$ cat config.mk
export PLATFORM = sky130hd
export DESIGN_NAME = ring_counter_run_controller_flat
export DESIGN_NICKNAME = d
export VERILOG_FILES = /design/src/rtl/ring_counter_run_controller_if.sv /design/src/rtl/ring_counter_run_controller.sv /design/src/flat_wrapper.sv
export SDC_FILE = /design/constraint.sdc
export NUM_CORES = 1
export LEC_CHECK = 0
export CAP_MARGIN = 20
export CORE_AREA = 2 2 80 82
export DETAILED_ROUTE_END_ITERATION = 10
export DIE_AREA = 0 0 82 84
export GPL_ROUTABILITY_DRIVEN = 0
export PLACE_DENSITY_LB_ADDON = 0.1
export REMOVE_ABC_BUFFERS = 1
export SLEW_MARGIN = 0
export SYNTH_ARGS = -nofsm -noshare
export SYNTH_HDL_FRONTEND = slang
export SYNTH_SLANG_ARGS = --single-unit
$ cat constraint.sdc
create_clock -name Clk_In -period 3.5 [get_ports Clk_In]
set_input_delay 0.7 -clock Clk_In [delete_from_list [all_inputs] [get_ports Clk_In]]
set_output_delay 0.7 -clock Clk_In [all_outputs]
set_load 0.02 [all_outputs]
$ cat src/rtl/ring_counter_run_controller_if.sv
// Signal bundle between the run controller, its requester and the ring counter.
//
// Request handshake: a run request transfers on a rising edge where
// Run_Valid_In and Run_Ready_Out are both high and Abort_In is low. The
// requester holds Run_Valid_In and Run_Cycles_In stable until that edge.
// Run_Ready_Out depends only on controller state, never on Run_Valid_In.
// The Run_Done_Out / Run_Aborted_Out / Final_Count_Out completion report and
// the counter Start/Stop pulses are single-cycle and are not back-pressured.
interface ring_counter_run_controller_if #(
    parameter int CYCLES_WIDTH = 16
);
    // Requester side
    logic                    Run_Valid_In;
    logic                    Run_Ready_Out;
    logic [CYCLES_WIDTH-1:0] Run_Cycles_In;
    logic                    Abort_In;
    logic                    Error_Clear_In;
    logic                    Run_Busy_Out;
    logic                    Run_Done_Out;
    logic                    Run_Aborted_Out;
    logic [3:0]              Final_Count_Out;
    logic                    Error_Out;

    // Ring counter side
    logic                    Start_Counter_Command_Out;
    logic                    Stop_Counter_Command_Out;
    logic                    Counter_Running_Flag_In;
    logic [3:0]              Counter_Count_In;

    // Controller view
    modport slave (
        input  Run_Valid_In,
        input  Run_Cycles_In,
        input  Abort_In,
        input  Error_Clear_In,
        input  Counter_Running_Flag_In,
        input  Counter_Count_In,
        output Run_Ready_Out,
        output Run_Busy_Out,
        output Run_Done_Out,
        output Run_Aborted_Out,
        output Final_Count_Out,
        output Error_Out,
        output Start_Counter_Command_Out,
        output Stop_Counter_Command_Out
    );

    // Environment view (requester plus ring counter)
    modport master (
        output Run_Valid_In,
        output Run_Cycles_In,
        output Abort_In,
        output Error_Clear_In,
        output Counter_Running_Flag_In,
        output Counter_Count_In,
        input  Run_Ready_Out,
        input  Run_Busy_Out,
        input  Run_Done_Out,
        input  Run_Aborted_Out,
        input  Final_Count_Out,
        input  Error_Out,
        input  Start_Counter_Command_Out,
        input  Stop_Counter_Command_Out
    );
endinterface

$ cat src/rtl/ring_counter_run_controller.sv
// Run sequencer for a 4-bit ring counter.
//
// Accepts a run length N, pulses Start, waits for the counter's running flag,
// lets it run for exactly N cycles, pulses Stop, waits for the flag to drop
// and reports completion with the captured one-hot count. A counter that does
// not acknowledge Start or Stop within ACK_TIMEOUT cycles of the command pulse
// (the pulse cycle itself counts as the first), or that stops on its own while
// running, parks the controller in ERROR until Error_Clear_In.
//
// ACK_TIMEOUT must be at least 2: the pulse cycle plus one wait cycle.
module ring_counter_run_controller #(
    parameter int CYCLES_WIDTH = 16,
    parameter int ACK_TIMEOUT  = 8
) (
    input  logic                          Clk_In,
    input  logic                          Reset_N_In,
    ring_counter_run_controller_if.slave  bus,
    output logic [2:0]                    Debug_State_Out
);

    localparam int TO_W = $clog2(ACK_TIMEOUT);

    typedef enum logic [2:0] {
        S_IDLE      = 3'd0,
        S_START     = 3'd1,
        S_WAIT_RUN  = 3'd2,
        S_RUNNING   = 3'd3,
        S_STOP      = 3'd4,
        S_WAIT_HALT = 3'd5,
        S_DONE      = 3'd6,
        S_ERROR     = 3'd7
    } state_t;

    state_t                  state_q;
    state_t                  state_d;
    logic [CYCLES_WIDTH-1:0] run_cycles_q;
    logic [CYCLES_WIDTH-1:0] cycle_cnt_q;
    logic [TO_W-1:0]         timeout_q;
    logic                    aborted_q;
    logic [3:0]              final_count_q;

    logic                    accept;
    logic                    abort_honoured;
    logic                    timeout_hit;
    logic                    run_last;
    logic                    in_wait;

    // Abort beats a simultaneous request in IDLE, so accept is gated by it.
    assign accept = (state_q == S_IDLE) && bus.Run_Valid_In && !bus.Abort_In;

    // Abort only matters before the Stop pulse has been committed.
    assign abort_honoured = bus.Abort_In &&
                            ((state_q == S_START) ||
                             (state_q == S_WAIT_RUN) ||
                             (state_q == S_RUNNING));

    // Wait cycle k after a pulse sees timeout_q = k-1; the command pulse cycle
    // is counted too, so ERROR is entered ACK_TIMEOUT cycles after the pulse.
    assign timeout_hit = (timeout_q == TO_W'(ACK_TIMEOUT - 2));

    // RUNNING is only entered with a non-zero run length.
    assign run_last = (cycle_cnt_q == (run_cycles_q - CYCLES_WIDTH'(1)));

    assign in_wait = (state_q == S_WAIT_RUN) || (state_q == S_WAIT_HALT);

    // Next-state logic for the run sequence.
    always_comb begin
        state_d = state_q;
        unique case (state_q)
            S_IDLE: begin
                if (accept) begin
                    state_d = (bus.Run_Cycles_In == '0) ? S_DONE : S_START;
                end
            end
            S_START: begin
                state_d = bus.Abort_In ? S_STOP : S_WAIT_RUN;
            end
            S_WAIT_RUN: begin
                if (bus.Abort_In) begin
                    state_d = S_STOP;
                end else if (bus.Counter_Running_Flag_In) begin
                    state_d = S_RUNNING;
                end else if (timeout_hit) begin
                    state_d = S_ERROR;
                end
            end
            S_RUNNING: begin
                if (bus.Abort_In) begin
                    state_d = S_STOP;
                end else if (!bus.Counter_Running_Flag_In) begin
                    state_d = S_ERROR;
                end else if (run_last) begin
                    state_d = S_STOP;
                end
            end
            S_STOP: begin
                state_d = S_WAIT_HALT;
            end
            S_WAIT_HALT: begin
                if (!bus.Counter_Running_Flag_In) begin
                    state_d = S_DONE;
                end else if (timeout_hit) begin
                    state_d = S_ERROR;
                end
            end
            S_DONE: begin
                state_d = S_IDLE;
            end
            S_ERROR: begin
                if (bus.Error_Clear_In) begin
                    state_d = S_IDLE;
                end
            end
            default: begin
                state_d = S_IDLE;
            end
        endcase
    end

    // State register; asynchronous reset drops any command pulse at once.
    always_ff @(posedge Clk_In or negedge Reset_N_In) begin
        if (!Reset_N_In) begin
            state_q <= S_IDLE;
        end else begin
            state_q <= state_d;
        end
    end

    // Latch the requested run length on accept.
    always_ff @(posedge Clk_In or negedge Reset_N_In) begin
        if (!Reset_N_In) begin
            run_cycles_q <= '0;
        end else if (accept) begin
            run_cycles_q <= bus.Run_Cycles_In;
        end
    end

    // Cycles spent in RUNNING; zero everywhere else so entry starts clean.
    always_ff @(posedge Clk_In or negedge Reset_N_In) begin
        if (!Reset_N_In) begin
            cycle_cnt_q <= '0;
        end else if (state_q == S_RUNNING) begin
            cycle_cnt_q <= cycle_cnt_q + CYCLES_WIDTH'(1);
        end else begin
            cycle_cnt_q <= '0;
        end
    end

    // Acknowledge timeout; counts only while waiting on the running flag.
    always_ff @(posedge Clk_In or negedge Reset_N_In) begin
        if (!Reset_N_In) begin
            timeout_q <= '0;
        end else if (in_wait && !timeout_hit) begin
            timeout_q <= timeout_q + TO_W'(1);
        end else begin
            timeout_q <= '0;
        end
    end

    // Sticky abort marker for the run in flight, cleared by the next accept.
    always_ff @(posedge Clk_In or negedge Reset_N_In) begin
        if (!Reset_N_In) begin
            aborted_q <= 1'b0;
        end else if (accept) begin
            aborted_q <= 1'b0;
        end else if (abort_honoured) begin
            aborted_q <= 1'b1;
        end
    end

    // Capture the count on the edge entering DONE so it is valid with the
    // Done pulse and held afterwards.
    always_ff @(posedge Clk_In or negedge Reset_N_In) begin
        if (!Reset_N_In) begin
            final_count_q <= 4'b0001;
        end else if ((state_d == S_DONE) && (state_q != S_DONE)) begin
            final_count_q <= bus.Counter_Count_In;
        end
    end

    // Moore outputs decoded from the state register.
    always_comb begin
        bus.Run_Ready_Out             = (state_q == S_IDLE);
        bus.Run_Busy_Out              = (state_q != S_IDLE);
        bus.Start_Counter_Command_Out = (state_q == S_START);
        bus.Stop_Counter_Command_Out  = (state_q == S_STOP);
        bus.Run_Done_Out              = (state_q == S_DONE);
        bus.Run_Aborted_Out           = (state_q == S_DONE) && aborted_q;
        bus.Error_Out                 = (state_q == S_ERROR);
        bus.Final_Count_Out           = final_count_q;
        Debug_State_Out               = state_q;
    end

endmodule
$ cat src/flat_wrapper.sv
// flat-port wrapper written by rule: the top's interface ports become plain ports
module ring_counter_run_controller_flat 
#(
    parameter int CYCLES_WIDTH = 16,
    parameter int ACK_TIMEOUT  = 8
)
  (Clk_In, Reset_N_In, Debug_State_Out, bus_Run_Valid_In, bus_Run_Cycles_In, bus_Abort_In, bus_Error_Clear_In, bus_Counter_Running_Flag_In, bus_Counter_Count_In, bus_Run_Ready_Out, bus_Run_Busy_Out, bus_Run_Done_Out, bus_Run_Aborted_Out, bus_Final_Count_Out, bus_Error_Out, bus_Start_Counter_Command_Out, bus_Stop_Counter_Command_Out);
  ring_counter_run_controller_if #(.CYCLES_WIDTH(CYCLES_WIDTH)) bus_i ();
  input  logic Clk_In;
  input  logic Reset_N_In;
  output logic [2:0] Debug_State_Out;
  input wire logic [$bits(bus_i.Run_Valid_In)-1:0] bus_Run_Valid_In;
  input wire logic [$bits(bus_i.Run_Cycles_In)-1:0] bus_Run_Cycles_In;
  input wire logic [$bits(bus_i.Abort_In)-1:0] bus_Abort_In;
  input wire logic [$bits(bus_i.Error_Clear_In)-1:0] bus_Error_Clear_In;
  input wire logic [$bits(bus_i.Counter_Running_Flag_In)-1:0] bus_Counter_Running_Flag_In;
  input wire logic [$bits(bus_i.Counter_Count_In)-1:0] bus_Counter_Count_In;
  output wire logic [$bits(bus_i.Run_Ready_Out)-1:0] bus_Run_Ready_Out;
  output wire logic [$bits(bus_i.Run_Busy_Out)-1:0] bus_Run_Busy_Out;
  output wire logic [$bits(bus_i.Run_Done_Out)-1:0] bus_Run_Done_Out;
  output wire logic [$bits(bus_i.Run_Aborted_Out)-1:0] bus_Run_Aborted_Out;
  output wire logic [$bits(bus_i.Final_Count_Out)-1:0] bus_Final_Count_Out;
  output wire logic [$bits(bus_i.Error_Out)-1:0] bus_Error_Out;
  output wire logic [$bits(bus_i.Start_Counter_Command_Out)-1:0] bus_Start_Counter_Command_Out;
  output wire logic [$bits(bus_i.Stop_Counter_Command_Out)-1:0] bus_Stop_Counter_Command_Out;
  assign bus_i.Run_Valid_In = bus_Run_Valid_In;
  assign bus_i.Run_Cycles_In = bus_Run_Cycles_In;
  assign bus_i.Abort_In = bus_Abort_In;
  assign bus_i.Error_Clear_In = bus_Error_Clear_In;
  assign bus_i.Counter_Running_Flag_In = bus_Counter_Running_Flag_In;
  assign bus_i.Counter_Count_In = bus_Counter_Count_In;
  assign bus_Run_Ready_Out = bus_i.Run_Ready_Out;
  assign bus_Run_Busy_Out = bus_i.Run_Busy_Out;
  assign bus_Run_Done_Out = bus_i.Run_Done_Out;
  assign bus_Run_Aborted_Out = bus_i.Run_Aborted_Out;
  assign bus_Final_Count_Out = bus_i.Final_Count_Out;
  assign bus_Error_Out = bus_i.Error_Out;
  assign bus_Start_Counter_Command_Out = bus_i.Start_Counter_Command_Out;
  assign bus_Stop_Counter_Command_Out = bus_i.Stop_Counter_Command_Out;
  ring_counter_run_controller #(.CYCLES_WIDTH(CYCLES_WIDTH), .ACK_TIMEOUT(ACK_TIMEOUT)) u_core (.Clk_In(Clk_In), .Reset_N_In(Reset_N_In), .bus(bus_i), .Debug_State_Out(Debug_State_Out));
endmodule
==> impl_metrics.env, run 1 <==
export IMPL_syn_cell_area_um2=2660
export IMPL_cts_tree="done"
export IMPL_drt_pre_antenna_iters=4
export IMPL_finalWorstSetupSlack_ps=563
export IMPL_grt_max_degree=44
export IMPL_hold_violations=0
export IMPL_p_total_mw=2.30
export IMPL_initial_core_util_pct=43.7
export IMPL_ios=40
export IMPL_ff2ff_path_depth=6
export IMPL_grt_setup_unrepaired="false"
export IMPL_yosysTopAreaCellShare_pct=39.5
export IMPL_fp_dieW_um=82
export IMPL_grt_pass1_wl_um=10100
export IMPL_post_route_cell_area_um2=3250
export IMPL_maxCapViolCount=0
export IMPL_place_area_um2=3110
export IMPL_nNetsFinal=350
export IMPL_core_area_um2=6100
export IMPL_clkPwrFrac_pct=17.7
export IMPL_postLayoutCoreUtil_pct=53.3
export IMPL_run_status="complete, no violations"
export IMPL_slew_violations=0
export IMPL_worstPathMaxFanout=7
export IMPL_synth_seq_cells=43
export IMPL_netlist_instances=282
export IMPL_postRouteWirelength_um=6170
export IMPL_worstPathRequired_ps=3690
export IMPL_irDropWorstVdd_mv=0.332
export IMPL_syn2layout_area_growth_pct=22.1
export IMPL_insertion_delay_ps=300
export IMPL_reg2reg_slack_ps=560
export IMPL_yosys_most_used_dff="dfrtp_1"
export IMPL_n_antenna_cell=0
export IMPL_synth_area_top_cells="dfrtp_1, mux2_2, xnor2_1"
export IMPL_drive_above_1_share_pct=10.6
export IMPL_period_share_pct=83.9
export IMPL_post_cts_repair_setup_buffers=0
export IMPL_cp_start_kind="flop"
export IMPL_tns_ps=0
export IMPL_avgViaCountPerCell=5.56
export IMPL_grt_usage_pct=18.9
export IMPL_yosysUniqueCellTypes=52
export IMPL_async_reset_ff_share_pct=100
export IMPL_netSwitchingFraction_pct=40.3
export IMPL_antenna_found_initial=0
export IMPL_synth_area_leader_cell="dfrtp_1"
export IMPL_crit_type="flop to flop"
export IMPL_numCtsBuffers=5
export IMPL_synth_edf_count=0
export IMPL_tightest_slew_ps=865
export IMPL_place_ws_ps=444
export IMPL_critPathLaunch="u_core.run_cycles_q[5]"
export IMPL_max_freq_mhz=341
export IMPL_dp_hpwl_um=4560
export IMPL_cts_path_max_buffers=2
export IMPL_cts_clk_slew_worst_paths_ps=90
export IMPL_cts_max_level=2
export IMPL_fin_skew_ps=7.94
export IMPL_dieArea_um2=6890
export IMPL_period_needed_ps=2940
export IMPL_holdBufCountCts=0
export IMPL_core_rowCount=29
export IMPL_crit_reg2reg_launch="u_core.run_cycles_q[5]"
export IMPL_seqPwrFrac_pct=37.5
export IMPL_critPathCapture="u_core.bus.Final_Count_Out[1]"
export IMPL_setup_violations_final=0
export IMPL_power_density_nw_per_um2=707
export IMPL_post_cts_resized=0
export IMPL_drt_wirelength_per_cell_um=15.5
export IMPL_cts_sinks=43
export IMPL_synth_area_per_cell_um2=9.45
export IMPL_p_leak_nw=1.29
export IMPL_relSlewSlack_pct=41.8
export IMPL_p_comb_share_pct=44.8
export IMPL_switching_power_mw=0.928
export IMPL_reg2reg_to="u_core.bus.Final_Count_Out[1]"
export IMPL_arrival_ps=3120
export IMPL_cts_root_buf="clkbuf_8"
export IMPL_min_path_type="input port to asynchronous set/reset pin"
export IMPL_p_int_mw=1.37
export IMPL_drt_iter0_drc=112
export IMPL_grt_overflow_total=0
export IMPL_grt_pass1_vias=2089
export IMPL_ant_nets=0
export IMPL_dieHeight_um=84
export IMPL_synth_seq_area_share_pct=40.4
export IMPL_vias=2213
export IMPL_ys_warn_count=0
export IMPL_worst_setup_path_end_kind="flop"
export IMPL_io_buffer_count=39
export IMPL_drc=0
-- layout by cell type, fill, tap and decap left out, types with 4 or more instances in the layout --
cell type	n
a21oi_1	12
and3_1	4
clkbuf_8	6
clkdlybuf4s50_1	38
dfrtp_1	42
ha_1	4
inv_1	11
mux2_2	16
mux2i_1	5
nand2_1	19
nand2b_1	8
nand3_1	9
nand4_1	5
nor2_1	25
nor3_1	7
nor4_1	8
o211ai_1	5
o21ai_0	9
o311ai_0	4
o31ai_1	4
or3_1	8
or3b_1	4
xnor2_1	16
xor2_1	11
-- flip-flops by register name (all words and copies together) (netlist names) --
name / cells
u_core.aborted_q: 1
u_core.bus.Final_Count_Out: 4
u_core.timeout_q: 3
u_core.Debug_State_Out: 3
u_core.cycle_cnt_q: 16
u_core.run_cycles_q: 16
-- final cells by class --
class,count,area [um2]
multi-input combinational,218,1510
clock buffer,6,82.6
tap,77,96.3
sequential,43,1080
clock inverter,2,35.0
timing repair buffer,41,413
inverter,11,41.3
fill,580,2840
-- synth_stat cells (2+ instances only) --
cell	count
dfrtp_1	42
nor2_1	25
nand2_1	19
mux2_2	16
xnor2_1	16
a21oi_1	12
inv_1	11
xor2_1	11
clkbuf_1	9
nand3_1	9
o21ai_0	9
nand2b_1	8
nor4_1	8
or3_1	8
nor3_1	7
mux2i_1	5
nand4_1	5
o211ai_1	5
and3_1	4
ha_1	4
o311ai_0	4
o31ai_1	4
or3b_1	4
and2_1	3
nand3b_1	3
nor2b_1	2
o22ai_1	2
or2_2	2
or4_1	2
-- critical path, cell delays in order (launching register included) --
cell       delay, ps
dfrtp_1          470
or4_1            700
or3_1            410
a2111oi_2        440
o211ai_1         300
o311ai_0         380
nand3_1          110
-- metal layers --
| metal | part of all wire (%) | track usage (%) | vias to the layer above |
|---|---|---|---|
| li1 | - | - | 1099 |
| met1 | 47 | 26.2 | 1066 |
| met2 | 48 | 29.8 | 37 |
| met3 | 3.4 | 3.57 | 11 |
| met4 | 1.4 | 5.76 | 0 |
| met5 | 0 | 0 | - |
-- worst min-delay path by stage --
stage,start,to,slack [ps]
floorplan,Reset_N_In,u_core.Debug_State_Out[0],400
global placement,u_core.timeout_q[0],u_core.timeout_q[0],450
detailed placement,u_core.timeout_q[0],u_core.timeout_q[0],450
CTS,u_core.timeout_q[0],u_core.timeout_q[0],460
global route,Reset_N_In,u_core.bus.Final_Count_Out[3],360
finish,Reset_N_In,u_core.bus.Final_Count_Out[3],330
-- power by group through the flow --
stage	sequential [mW]	clock, mW	combinational [mW]
after detailed placement	0.868	0	1.03
final	0.862	0.407	1.03
after global routing	0.885	0.434	1.14
after global placement	0.868	0	1.02
after CTS	0.859	0.416	1.03
after floorplan	0.834	0	0.722
-- cells by family after synthesis --
kind of cell               share of synthesized area, %
adders and majority gates                          1.88
DFF                                                40.4
buffers and inverters                              3.01
AOI/OAI and AO/OA                                  13.4
and+or+nand+nor                                    23.3
muxes                                              9.07
xor gates and xnor gates                           8.88
-- through the flow --
step / instances / hold slack (ps)
finish: 398 / 331
global route: 398 / 362
CTS: 397 / 461
detailed placement: 389 / 450
global placement: 389 / 451
floorplan: 272 / 404
Note: power is estimated with default switching activity, not from simulation.
==> run 2: changes to the inputs <==
Clock period 3.5 ns to 2.6 ns, I/O delays scaled along.
==> run 2 against run 1 <==
The flow now finishes with violations (negative setup slack); final cell count up 9.5%; worst hold slack worse by 220 ps; maximum frequency up 12%; clock skew up 2.3 ps; total power up 55%; routed wire length up 12%; non-clock buffer count up 38; combinational power up 95%; register-to-register slack worse by 590 ps; sequential cell count unchanged; critical path depth up 3; largest power group unchanged.
==> impl_metrics.env, run 2 (synthesized netlist as in run 1, its figures left out) <==
export IMPL_dieArea_um2=6890
export IMPL_grt_util_met2_pct=33.9
export IMPL_switching_power_mw=1.42
export IMPL_p_leak_nw=1.51
export IMPL_slew_violations=0
export IMPL_crit_type="flop to flop"
export IMPL_p_comb_share_pct=56.1
export IMPL_core_rowCount=29
export IMPL_min_path_type="input port to asynchronous set/reset pin"
export IMPL_cts_root_buf="clkbuf_8"
export IMPL_io_buffer_count=39
export IMPL_cts_sinks=43
export IMPL_crit_slowest_cell="or4_4"
export IMPL_relSlewSlack_pct=41.6
export IMPL_max_freq_mhz=381
export IMPL_grt_use_met1_pct=29.2
export IMPL_finalWorstSetupSlack_ps=-24.9
export IMPL_postRouteWirelength_um=6910
export IMPL_irDropWorstVdd_mv=0.424
export IMPL_violations="negative setup slack"
export IMPL_worstPathMaxFanout=5
export IMPL_fillers=553
export IMPL_nNetsFinal=388
export IMPL_cpLargestDelayFamily="simple AND/OR/NAND/NOR gates"
export IMPL_tightest_slew_ps=868
export IMPL_top_usage_layer="met2"
export IMPL_n_antenna_cell=0
export IMPL_drc=0
export IMPL_numCtsBuffers=5
export IMPL_grt_usage_pct=21.4
export IMPL_clkPwrFrac_pct=15.6
export IMPL_p_total_mw=3.58
export IMPL_ant_nets=0
export IMPL_cts_tree="done"
export IMPL_power_density_nw_per_um2=980
export IMPL_grt_max_degree=18
export IMPL_seqPwrFrac_pct=28.3
export IMPL_initial_core_util_pct=43.7
export IMPL_worst_setup_path_end_kind="flop"
export IMPL_fin_skew_ps=10.3
export IMPL_cts_max_level=2
export IMPL_maxCapViolCount=0
export IMPL_grt_pass1_wl_um=11200
export IMPL_drive_above_1_share_pct=24.5
export IMPL_syn2layout_area_growth_pct=37.1
export IMPL_cts_clk_slew_worst_paths_ps=90
export IMPL_netSwitchingFraction_pct=39.7
export IMPL_period_share_pct=101
export IMPL_run_status="finished, violations left"
export IMPL_drt_iter0_drc=121
export IMPL_path_buf_inv=2
export IMPL_hold_slack_ps=113
export IMPL_arrival_ps=2810
export IMPL_met3_usage_pct=4.11
export IMPL_layout_commonest_cell="dfrtp_1"
export IMPL_dp_hpwl_um=5250
export IMPL_ios=40
export IMPL_p_int_mw=2.16
export IMPL_period_needed_ps=2620
export IMPL_final_cell_mix="dfrtp_1, clkdlybuf4s50_1, buf_4"
export IMPL_setup_violations_final=3
export IMPL_holdBufCountCts=0
export IMPL_fp_dieW_um=82
export IMPL_grt_overflow_total=0
export IMPL_avgViaCountPerCell=5.50
export IMPL_slowest_delay_ps=550
export IMPL_worst_path_stages=9
export IMPL_ff2ff_path_depth=9
export IMPL_drt_wirelength_per_cell_um=15.8
export IMPL_crit_chain="or4_4, buf_6, nor4_4, xnor2_1, o31ai_2, o211ai_1, buf_4, o311ai_2, nand3_1"
export IMPL_grt_setup_unrepaired="true"
export IMPL_drt_pre_antenna_iters=5
export IMPL_vias=2398
export IMPL_antenna_found_initial=0
export IMPL_worstPathRequired_ps=2790
export IMPL_cts_path_max_buffers=2
export IMPL_hold_violations=0
export IMPL_cp_start_kind="flop"
export IMPL_dieHeight_um=84
export IMPL_grt_pass1_vias=2287
export IMPL_insertion_delay_ps=310
export IMPL_core_area_um2=6100
run 2: cell types whose count changed in the layout (fill, tap and decap cells not counted), moves of 2 or more:
cell      change
o311ai_2      +3
buf_6         +2
buf_4        +36
nor3_1        -2
nor3_2        +2
nor4_1        -4
o311ai_0      -4
nor4_2        +3
run 2: repair_timing:
action | CTS | global route
cloned | 0 | 0
endpoints found under the setup margin | 7 | 7
resized for setup | 18 | 7
pin swaps | 13 | 6
setup buffers | 5 | 2
run 2: path summary, 6_finish.rpt:
path,from,endpoint,slack (ps)
max,u_core.run_cycles_q[8],u_core.bus.Final_Count_Out[2],-20
min,Reset_N_In,u_core.bus.Final_Count_Out[2],110
max reg2reg,u_core.run_cycles_q[8],u_core.bus.Final_Count_Out[2],-20
min reg2reg,u_core.timeout_q[0],u_core.timeout_q[0],460
max in group asynchronous,Reset_N_In,u_core.cycle_cnt_q[11],1920
min in group Clk_In,u_core.timeout_q[0],u_core.timeout_q[0],460
run 2: layout make-up:
class / instances / area, um2 / share of cell area (%)
Multi-Input combinational cell: 218 / 1630 / 44.6
Sequential cell: 43 / 1080 / 29.5
Timing Repair Buffer: 79 / 691 / 18.9
Tap cell: 77 / 96.3 / 2.64
Clock buffer: 6 / 82.6 / 2.26
Inverter: 11 / 41.3 / 1.13
Clock inverter: 2 / 35.0 / 0.960
run 2: power groups by stage:
stage | Clock (mW) | Sequential [mW] | Combinational, mW
floorplan | 0 | 1.12 | 0.972
global placement | 0 | 1.02 | 1.76
detailed placement | 0 | 1.02 | 1.79
finish | 0.557 | 1.01 | 2.01
global route | 0.600 | 1.04 | 2.17
CTS | 0.568 | 1.01 | 1.95
run 2: per-stage QoR:
step                TNS, ps  cell area, um2  std cells  utilization [%]  worst slack [ps]
CTS                   -33.2            3590        433             58.9             -17.4
global placement      -1340            3350        420             54.9              -280
floorplan              -591            2630        272                -              -140
detailed placement    -1740            3350        420             54.9              -347
global route           -889            3650        436             59.9              -178
finish                -64.5            3650        436             59.9             -24.9
run 2: layer usage:
layer	routed length, um	vias up
met5	0	-
met4	129	0
met3	345	12
met2	3420	61
met1	3010	1149
li1	-	1176
